### src/rtl/dcache_direct_mapped_pkg.sv
// Shared widths, address-split constants and FSM state encoding for the direct-mapped L1 data cache.
package dcache_direct_mapped_pkg;

  localparam int unsigned Addr_Width = 32;
  localparam int unsigned Data_Width = 32;
  localparam int unsigned BYTE_OFF_W = 2;

  typedef enum logic [1:0] {
    ST_IDLE    = 2'd0,
    ST_RF_REQ  = 2'd1,
    ST_RF_WAIT = 2'd2,
    ST_WR_REQ  = 2'd3
  } state_e;

endpackage

### src/rtl/dcache_tag_data_array.sv
// Valid/tag/data storage: three combinational lookup ports, one refill word-write port and one byte-masked merge port.
module dcache_tag_data_array
  import dcache_direct_mapped_pkg::*;
#(
  parameter int unsigned DATA_W = Data_Width,
  parameter int unsigned TAG_W  = 26,
  parameter int unsigned IDX_W  = 4,
  parameter int unsigned OFF_W  = 2
) (
  input  logic                clk,
  input  logic                rst,
  input  logic [IDX_W-1:0]    rd_idx_i,
  input  logic [OFF_W-1:0]    rd_off_i,
  output logic                rd_vld_o,
  output logic [TAG_W-1:0]    rd_tag_o,
  output logic [DATA_W-1:0]   rd_word_o,
  input  logic [IDX_W-1:0]    pf_idx_i,
  output logic                pf_vld_o,
  output logic [TAG_W-1:0]    pf_tag_o,
  input  logic [IDX_W-1:0]    wr_idx_i,
  output logic                wr_vld_o,
  output logic [TAG_W-1:0]    wr_tag_o,
  input  logic [IDX_W-1:0]    fill_idx_i,
  input  logic [OFF_W-1:0]    fill_off_i,
  input  logic                fill_we_i,
  input  logic [DATA_W-1:0]   fill_wdata_i,
  input  logic                inval_i,
  input  logic                set_i,
  input  logic [TAG_W-1:0]    set_tag_i,
  input  logic                merge_en_i,
  input  logic [OFF_W-1:0]    merge_off_i,
  input  logic [DATA_W-1:0]   merge_wdata_i,
  input  logic [DATA_W/8-1:0] merge_mask_i
);

  localparam int unsigned NSETS  = 1 << IDX_W;
  localparam int unsigned NWORDS = 1 << OFF_W;

  logic [NSETS-1:0]  valid_q;
  logic [TAG_W-1:0]  tag_q  [NSETS];
  logic [DATA_W-1:0] data_q [NSETS][NWORDS];

  assign rd_vld_o  = valid_q[rd_idx_i];
  assign rd_tag_o  = tag_q[rd_idx_i];
  assign rd_word_o = data_q[rd_idx_i][rd_off_i];
  assign pf_vld_o  = valid_q[pf_idx_i];
  assign pf_tag_o  = tag_q[pf_idx_i];
  assign wr_vld_o  = valid_q[wr_idx_i];
  assign wr_tag_o  = tag_q[wr_idx_i];

  always_ff @(posedge clk) begin
    if (rst) begin
      valid_q <= '0;
    end else begin
      if (inval_i) valid_q[fill_idx_i] <= 1'b0;
      if (set_i)   valid_q[fill_idx_i] <= 1'b1;
    end
  end

  // Tag and data need no reset: they are only observed behind a valid bit.
  always_ff @(posedge clk) begin
    if (set_i)     tag_q[fill_idx_i] <= set_tag_i;
    if (fill_we_i) data_q[fill_idx_i][fill_off_i] <= fill_wdata_i;
    if (merge_en_i) begin
      for (int b = 0; b < int'(DATA_W / 8); b++) begin
        if (merge_mask_i[b]) data_q[wr_idx_i][merge_off_i][8*b +: 8] <= merge_wdata_i[8*b +: 8];
      end
    end
  end

endmodule

### src/rtl/dcache_direct_mapped.sv
// Direct-mapped write-through, no-write-allocate L1 D-cache: same-cycle read hits, word-by-word line refill,
// a one-entry prefetch hint buffer and store write-through over a single-outstanding memory bus.
module dcache_direct_mapped
  import dcache_direct_mapped_pkg::*;
#(
  parameter int unsigned ADDR_W     = Addr_Width,
  parameter int unsigned DATA_W     = Data_Width,
  parameter int unsigned LINE_WORDS = 4,
  parameter int unsigned SETS       = 16
) (
  input  logic                clk,
  input  logic                rst,
  input  logic                pf_valid,
  input  logic [ADDR_W-1:0]   pf_addr,
  input  logic                rd_valid,
  input  logic [ADDR_W-1:0]   rd_addr,
  output logic                rd_done,
  output logic [DATA_W-1:0]   rd_data,
  input  logic                wr_valid,
  input  logic [ADDR_W-1:0]   wr_addr,
  input  logic [DATA_W-1:0]   wr_data,
  input  logic [DATA_W/8-1:0] wr_mask,
  output logic                wr_ready,
  output logic                mem_req,
  output logic                mem_we,
  output logic [ADDR_W-1:0]   mem_addr,
  output logic [DATA_W-1:0]   mem_wdata,
  output logic [DATA_W/8-1:0] mem_wmask,
  input  logic                mem_ready,
  input  logic                mem_rvalid,
  input  logic [DATA_W-1:0]   mem_rdata
);

  localparam int unsigned OFF_W  = $clog2(LINE_WORDS);
  localparam int unsigned IDX_W  = $clog2(SETS);
  localparam int unsigned TAG_W  = ADDR_W - OFF_W - IDX_W - BYTE_OFF_W;
  localparam int unsigned LINE_W = TAG_W + IDX_W;
  localparam logic [OFF_W-1:0] LAST_OFF = OFF_W'(LINE_WORDS - 1);

  state_e            state_q, state_d;
  logic [OFF_W-1:0]  cnt_q, cnt_d;
  logic [LINE_W-1:0] rf_line_q, rf_line_d;
  logic              rf_src_pf_q, rf_src_pf_d;
  logic              pf_pend_q, pf_pend_d;
  logic [LINE_W-1:0] pf_line_q, pf_line_d;

  // Line address = {tag, index}; the index is its low IDX_W bits.
  logic [LINE_W-1:0] rd_line, pf_line, wr_line;
  logic [OFF_W-1:0]  rd_off, wr_off;
  assign rd_line = rd_addr[ADDR_W-1:OFF_W+BYTE_OFF_W];
  assign pf_line = pf_addr[ADDR_W-1:OFF_W+BYTE_OFF_W];
  assign wr_line = wr_addr[ADDR_W-1:OFF_W+BYTE_OFF_W];
  assign rd_off  = rd_addr[OFF_W+BYTE_OFF_W-1:BYTE_OFF_W];
  assign wr_off  = wr_addr[OFF_W+BYTE_OFF_W-1:BYTE_OFF_W];

  logic unused_addr_bits;
  assign unused_addr_bits = ^{rd_addr[BYTE_OFF_W-1:0], wr_addr[BYTE_OFF_W-1:0],
                              pf_addr[OFF_W+BYTE_OFF_W-1:0]};

  logic              arr_rd_vld, arr_pf_vld, arr_wr_vld;
  logic [TAG_W-1:0]  arr_rd_tag, arr_pf_tag, arr_wr_tag;
  logic [DATA_W-1:0] arr_rd_word;
  logic              fill_we, inval, set_line, merge_en;

  dcache_tag_data_array #(
    .DATA_W (DATA_W),
    .TAG_W  (TAG_W),
    .IDX_W  (IDX_W),
    .OFF_W  (OFF_W)
  ) u_array (
    .clk           (clk),
    .rst           (rst),
    .rd_idx_i      (rd_line[IDX_W-1:0]),
    .rd_off_i      (rd_off),
    .rd_vld_o      (arr_rd_vld),
    .rd_tag_o      (arr_rd_tag),
    .rd_word_o     (arr_rd_word),
    .pf_idx_i      (pf_line[IDX_W-1:0]),
    .pf_vld_o      (arr_pf_vld),
    .pf_tag_o      (arr_pf_tag),
    .wr_idx_i      (wr_line[IDX_W-1:0]),
    .wr_vld_o      (arr_wr_vld),
    .wr_tag_o      (arr_wr_tag),
    .fill_idx_i    (rf_line_d[IDX_W-1:0]),
    .fill_off_i    (cnt_q),
    .fill_we_i     (fill_we),
    .fill_wdata_i  (mem_rdata),
    .inval_i       (inval),
    .set_i         (set_line),
    .set_tag_i     (rf_line_q[LINE_W-1:IDX_W]),
    .merge_en_i    (merge_en),
    .merge_off_i   (wr_off),
    .merge_wdata_i (wr_data),
    .merge_mask_i  (wr_mask)
  );

  logic refilling, rd_hit, pf_hit, wr_hit, start_rd, pf_blocked;
  assign refilling = (state_q == ST_RF_REQ) || (state_q == ST_RF_WAIT);
  assign rd_hit = rd_valid && arr_rd_vld && (arr_rd_tag == rd_line[LINE_W-1:IDX_W]) &&
                  !(refilling && (rd_line[IDX_W-1:0] == rf_line_q[IDX_W-1:0]));
  assign pf_hit = arr_pf_vld && (arr_pf_tag == pf_line[LINE_W-1:IDX_W]);
  assign wr_hit = arr_wr_vld && (arr_wr_tag == wr_line[LINE_W-1:IDX_W]);

  assign rd_done = rd_hit;
  assign rd_data = rd_hit ? arr_rd_word : '0;

  always_comb begin
    state_d     = state_q;
    cnt_d       = cnt_q;
    rf_line_d   = rf_line_q;
    rf_src_pf_d = rf_src_pf_q;
    pf_pend_d   = pf_pend_q;
    pf_line_d   = pf_line_q;
    mem_req     = 1'b0;
    mem_we      = 1'b0;
    mem_addr    = '0;
    mem_wdata   = '0;
    mem_wmask   = '0;
    wr_ready    = 1'b0;
    fill_we     = 1'b0;
    inval       = 1'b0;
    set_line    = 1'b0;
    merge_en    = 1'b0;
    start_rd    = 1'b0;
    case (state_q)
      ST_IDLE: begin
        if (wr_valid) begin
          state_d = ST_WR_REQ;
        end else if (rd_valid && !rd_hit) begin
          state_d     = ST_RF_REQ;
          cnt_d       = '0;
          rf_line_d   = rd_line;
          rf_src_pf_d = 1'b0;
          inval       = 1'b1;
          start_rd    = 1'b1;
          if (pf_pend_q && (pf_line_q == rd_line)) pf_pend_d = 1'b0;
        end else if (pf_pend_q) begin
          state_d     = ST_RF_REQ;
          cnt_d       = '0;
          rf_line_d   = pf_line_q;
          rf_src_pf_d = 1'b1;
          inval       = 1'b1;
        end
      end
      ST_RF_REQ: begin
        mem_req  = 1'b1;
        mem_addr = {rf_line_q, cnt_q, {BYTE_OFF_W{1'b0}}};
        if (mem_ready) state_d = ST_RF_WAIT;
      end
      ST_RF_WAIT: begin
        if (mem_rvalid) begin
          fill_we = 1'b1;
          cnt_d   = cnt_q + 1'b1;
          if (cnt_q == LAST_OFF) begin
            set_line = 1'b1;
            state_d  = ST_IDLE;
            if (rf_src_pf_q) pf_pend_d = 1'b0;
          end else begin
            state_d = ST_RF_REQ;
          end
        end
      end
      ST_WR_REQ: begin
        mem_req   = wr_valid;
        mem_we    = wr_valid;
        mem_addr  = {wr_addr[ADDR_W-1:BYTE_OFF_W], {BYTE_OFF_W{1'b0}}};
        mem_wdata = wr_data;
        mem_wmask = wr_mask;
        if (!wr_valid) begin
          state_d = ST_IDLE;
        end else if (mem_ready) begin
          wr_ready = 1'b1;
          merge_en = wr_hit;
          state_d  = ST_IDLE;
        end
      end
      default: state_d = ST_IDLE;
    endcase

    // A hint for the line already in flight (or starting now) is redundant and dropped.
    pf_blocked = (refilling && (pf_line == rf_line_q)) || (start_rd && (pf_line == rd_line));
    if (pf_valid && !pf_pend_q && !pf_hit && !pf_blocked) begin
      pf_pend_d = 1'b1;
      pf_line_d = pf_line;
    end
  end

  always_ff @(posedge clk) begin
    if (rst) begin
      state_q     <= ST_IDLE;
      cnt_q       <= '0;
      rf_line_q   <= '0;
      rf_src_pf_q <= 1'b0;
      pf_pend_q   <= 1'b0;
      pf_line_q   <= '0;
    end else begin
      state_q     <= state_d;
      cnt_q       <= cnt_d;
      rf_line_q   <= rf_line_d;
      rf_src_pf_q <= rf_src_pf_d;
      pf_pend_q   <= pf_pend_d;
      pf_line_q   <= pf_line_d;
    end
  end

endmodule

### config.mk
export PLATFORM = sky130hd
export DESIGN_NAME = dcache_direct_mapped
export DESIGN_NICKNAME = d
export VERILOG_FILES = /design/src/rtl/dcache_direct_mapped_pkg.sv /design/src/rtl/dcache_tag_data_array.sv /design/src/rtl/dcache_direct_mapped.sv
export SDC_FILE = /design/constraint.sdc
export NUM_CORES = 2
export LEC_CHECK = 0
export ABC_AREA = 1
export ABC_CLOCK_PERIOD_IN_PS = 5800
export BUFFER_PORTS_ARGS = -buffer_cell sky130_fd_sc_hd__buf_2
export CAP_MARGIN = 0
export CORE_MARGIN = 8
export CORE_UTILIZATION = 56
export CTS_CLUSTER_DIAMETER = 40
export DETAILED_ROUTE_END_ITERATION = 12
export HOLD_SLACK_MARGIN = 0.1
export PLACE_DENSITY_LB_ADDON = 0.08
export SLEW_MARGIN = 25
export SYNTH_ARGS = -nofsm -noshare
export SYNTH_HDL_FRONTEND = slang
export SYNTH_SLANG_ARGS = --single-unit
### constraint.sdc
create_clock -name clk -period 5.8 [get_ports clk]
set_input_delay 0.29 -clock clk [delete_from_list [all_inputs] [get_ports clk]]
set_output_delay 0.29 -clock clk [all_outputs]
set_load 0.1 [all_outputs]
==> qor.yml <==
sta:
  skew_ns: 0.0553
  relSlewSlack: 0.236
  setup_ws_ns: 0.362
  fin_crit_ns: 5.44
  rsz0062_at_grt: "no"
  setup_viol: 0
  hold_violations: 0
  holdWs_ns: 0.132
  post-route-period-util: 0.938
  tightest_slew_ns: 1.15
  clock.fmax_ghz: 0.184
  tns_ns: 0
  slew_violations: 0
die:
  start_util: 0.563
  rows: 163
  core_mm2: 0.197
  fp.dieArea_mm2: 0.213
  die_h_um: 461
  io_pins: 275
  die-width_um: 461
layout:
  nets: 10600
  fin_util: 0.659
  areaGrowthSynthToFinish_pct: 16.9
  drive_above_1_share: 0.117
worst_setup_path:
  r2r-end: "u_array.data_q[13][81]"
  critical_path_class: "register to register"
  r2r_cells: 16
  required_ns: 6.44
  critPathSlowestCell: "dlygate4sd3_1"
  reg2reg_slack_ns: 0.36
  cp_cell_sequence: "ha_2, nand2_1, nor2_1, nand2_1, nor2_1, nand4_1, nor2_1, nand3_1, nor2_4, o21ai_1, nand2_2, buf_4, buf_4, nand2_1, nand2_2, dlygate4sd3_1"
  max_stage_delay_ns: 1.12
  cp-startpoint: "state_q[1]"
  crit_arrival_ns: 6.07
  cp-start-kind: "register"
  r2r_start: "state_q[1]"
  path_max_fanout: 21
  endpoint_kind: "register"
route:
  wl_per_cell_um: 28.9
  drt-pass1-iter-count: 7
  first_iter_violations: 13000
  routed_wl_mm: 386
  ant_nets: 0
  via_count: 87400
  drc: 0
  vias_per_cell: 6.53
cts:
  cts_tree: "done"
  clockBufferDepth: 4
  cts_sinks: 2510
  insertion_delay_ns: 0.97
  clk_pin_slew_ns: 0.06
  cts.htree.levels: 5
  cts_buffers: 353
  cts_resized: 0
  cts_hold_buf: 122
  cts_root_buf: "clkbuf_16"
  post_cts_buffers: 0
logic_synthesis:
  ys_seq_elements: 2510
  yosysSeqAreaShare: 0.671
  synth_edf_count: 2432
  netlist_instances: 10200
  ys.flop_type: "edfxtp_1"
  avgSynthCellArea_um2: 10.9
  ys_warn_count: 0
  async_flop_share: 0
  synth.distinct_cells: 48
  syn_area_mm2: 0.111
placed_design:
  dp_worst_setup_slack_ns: 0.435
  gp_congestion: 1.04
  dpl.hpwl_mm: 232
  io_buffers: 264
pwr:
  power_density_mw_per_mm2: 365
  total_leakage_power_nw: 45.6
  irDropWorstVdd_uv: 295
  total_power_mw: 47.4
outcome:
  outcome: "completed"
grt:
  grt_util_all_layers: 0.351
  grt_pass1_vias: 81600
  grt_overflow_total: 0
  grt_max_degree: 160
  grt_pass1_wl_mm: 553
  antenna_found_initial: 17
hold_path:
  hold_path_end: "u_array.data_q[13][17]"
  hold_path_class: "input pin to register"
  holdPathStages: 4
  worstHoldStart: "wr_data[17]"
job:
  max-cap-violations: 0
-- cells in the mapped netlist (13+ instances only) --
cell type | instances | share of area
a31oi_1 | 27 | 0.0015
nor2_1 | 1006 | 0.034
a221oi_1 | 176 | 0.014
nand2_1 | 1860 | 0.063
nand3_1 | 729 | 0.033
buf_1 | 90 | 0.0030
edfxtp_1 | 2432 | 0.66
nor4_1 | 13 | 0.00073
o21ai_1 | 34 | 0.0015
buf_2 | 134 | 0.0060
a311o_1 | 21 | 0.0019
buf_4 | 22 | 0.0015
o22ai_1 | 198 | 0.011
xor2_1 | 27 | 0.0021
clkbuf_1 | 533 | 0.018
a21oi_1 | 784 | 0.035
a311oi_1 | 34 | 0.0027
o221ai_1 | 101 | 0.0080
a32o_1 | 62 | 0.0056
and3_1 | 30 | 0.0017
o211ai_1 | 210 | 0.014
inv_1 | 385 | 0.013
nand4_1 | 20 | 0.0011
o21ai_0 | 955 | 0.043
nor3_1 | 20 | 0.00090
dfxtp_1 | 78 | 0.014
o311ai_0 | 71 | 0.0056
-- sequential cells by signal (all words and copies together), names as in the netlist --
name / cells
u_array.data_q: 2048
u_array.tag_q: 384
pf_line_q: 28
rf_line_q: 28
u_array.valid_q: 16
cnt_q: 2
state_q: 2
pf_pend_q: 1
rf_src_pf_q: 1
-- logic make-up (layout without fill, tap and decap cells) --
logic type,after synthesis,in the layout,synth area share
compound gates,2686,2686,0.145
xor+xnor,37,37,0.00292
fa+ha+maj,8,8,0.000901
buf+inv,1183,1759,0.0426
flops,2510,2510,0.671
other cells,1,10,0.0000337
simple gates,3727,3727,0.137
-- stage by stage --
stage          instances  instance area, um^2
2_1_floorplan      10200               111000
3_3_place_gp       12600               117000
3_5_place_dp       12600               117000
4_1_cts            13400               130000
5_1_grt            13400               130000
6_report           13400               130000
-- worst max path at each step --
stage / endpoint / slack [ns] / cells past startpoint
floorplan: rd_data[26] / 0.24 / 15
global placement: u_array.data_q[3][74] / 0.39 / 24
detailed placement: u_array.data_q[3][75] / 0.44 / 23
CTS: u_array.data_q[2][81] / 0.56 / 16
global route: u_array.data_q[0][82] / 0.34 / 16
finish: u_array.data_q[13][81] / 0.36 / 16
-- routing by layer --
metal  routed length [um]  global-route usage
met5                   49                   0
met4                22000               0.173
met3                44800              0.0735
met2               175000               0.541
met1               145000               0.476
-- area by class of cell --
| cell class | count | area (um^2) |
|---|---|---|
| diodes | 8 | 20.0 |
| clock buffers | 409 | 9280 |
| clock inverters | 213 | 2300 |
| fillers | 14800 | 67300 |
| inverters | 398 | 1520 |
| multi-input cells | 6460 | 31900 |
| flip-flops and latches | 2510 | 74600 |
| well taps | 2640 | 3300 |
| repair buffers | 739 | 6930 |
-- cells in the final DEF (no fill, tap or decap), types with 12 or more instances in the layout --
cell / count
a221oi_1: 176
inv_1: 376
nor3_1: 20
clkinv_2: 28
a21oi_1: 783
o221ai_1: 101
buf_4: 261
o22ai_1: 198
a32o_1: 62
nand4_1: 20
clkinv_4: 38
a31oi_1: 27
clkbuf_16: 364
dfxtp_1: 78
nor4_1: 12
xor2_1: 27
nand2_2: 51
o211ai_1: 210
and3_1: 30
a311oi_1: 34
o21ai_0: 955
nand2_1: 1819
inv_8: 13
edfxtp_1: 2432
dlygate4sd3_1: 122
clkinv_1: 41
inv_6: 43
buf_2: 222
nand3_1: 729
nor2_1: 1005
o311ai_0: 69
buf_12: 126
bufinv_16: 33
a311o_1: 21
clkinvlp_4: 30
clkbuf_1: 45
o21ai_1: 34
-- worst max-delay path: cells and delay by family (launching register included) --
kind,cells,cell delay [ns]
adder cells (fa/ha/maj),1,0.20
AND/OR/NAND/NOR,11,2.46
AO/OA/AOI/OAI,1,0.16
buffers and inverters,3,1.91
flip-flops,1,0.38
-- report_power, final --
group | switching [mW] | leakage (nW) | internal (mW) | total, mW
registers | 0.323 | 22.6 | 20.2 | 20.6
clock network | 8.12 | 5.58 | 13.0 | 21.2
logic | 4.38 | 17.4 | 1.34 | 5.73
Note: power is estimated with default switching activity, not from simulation.
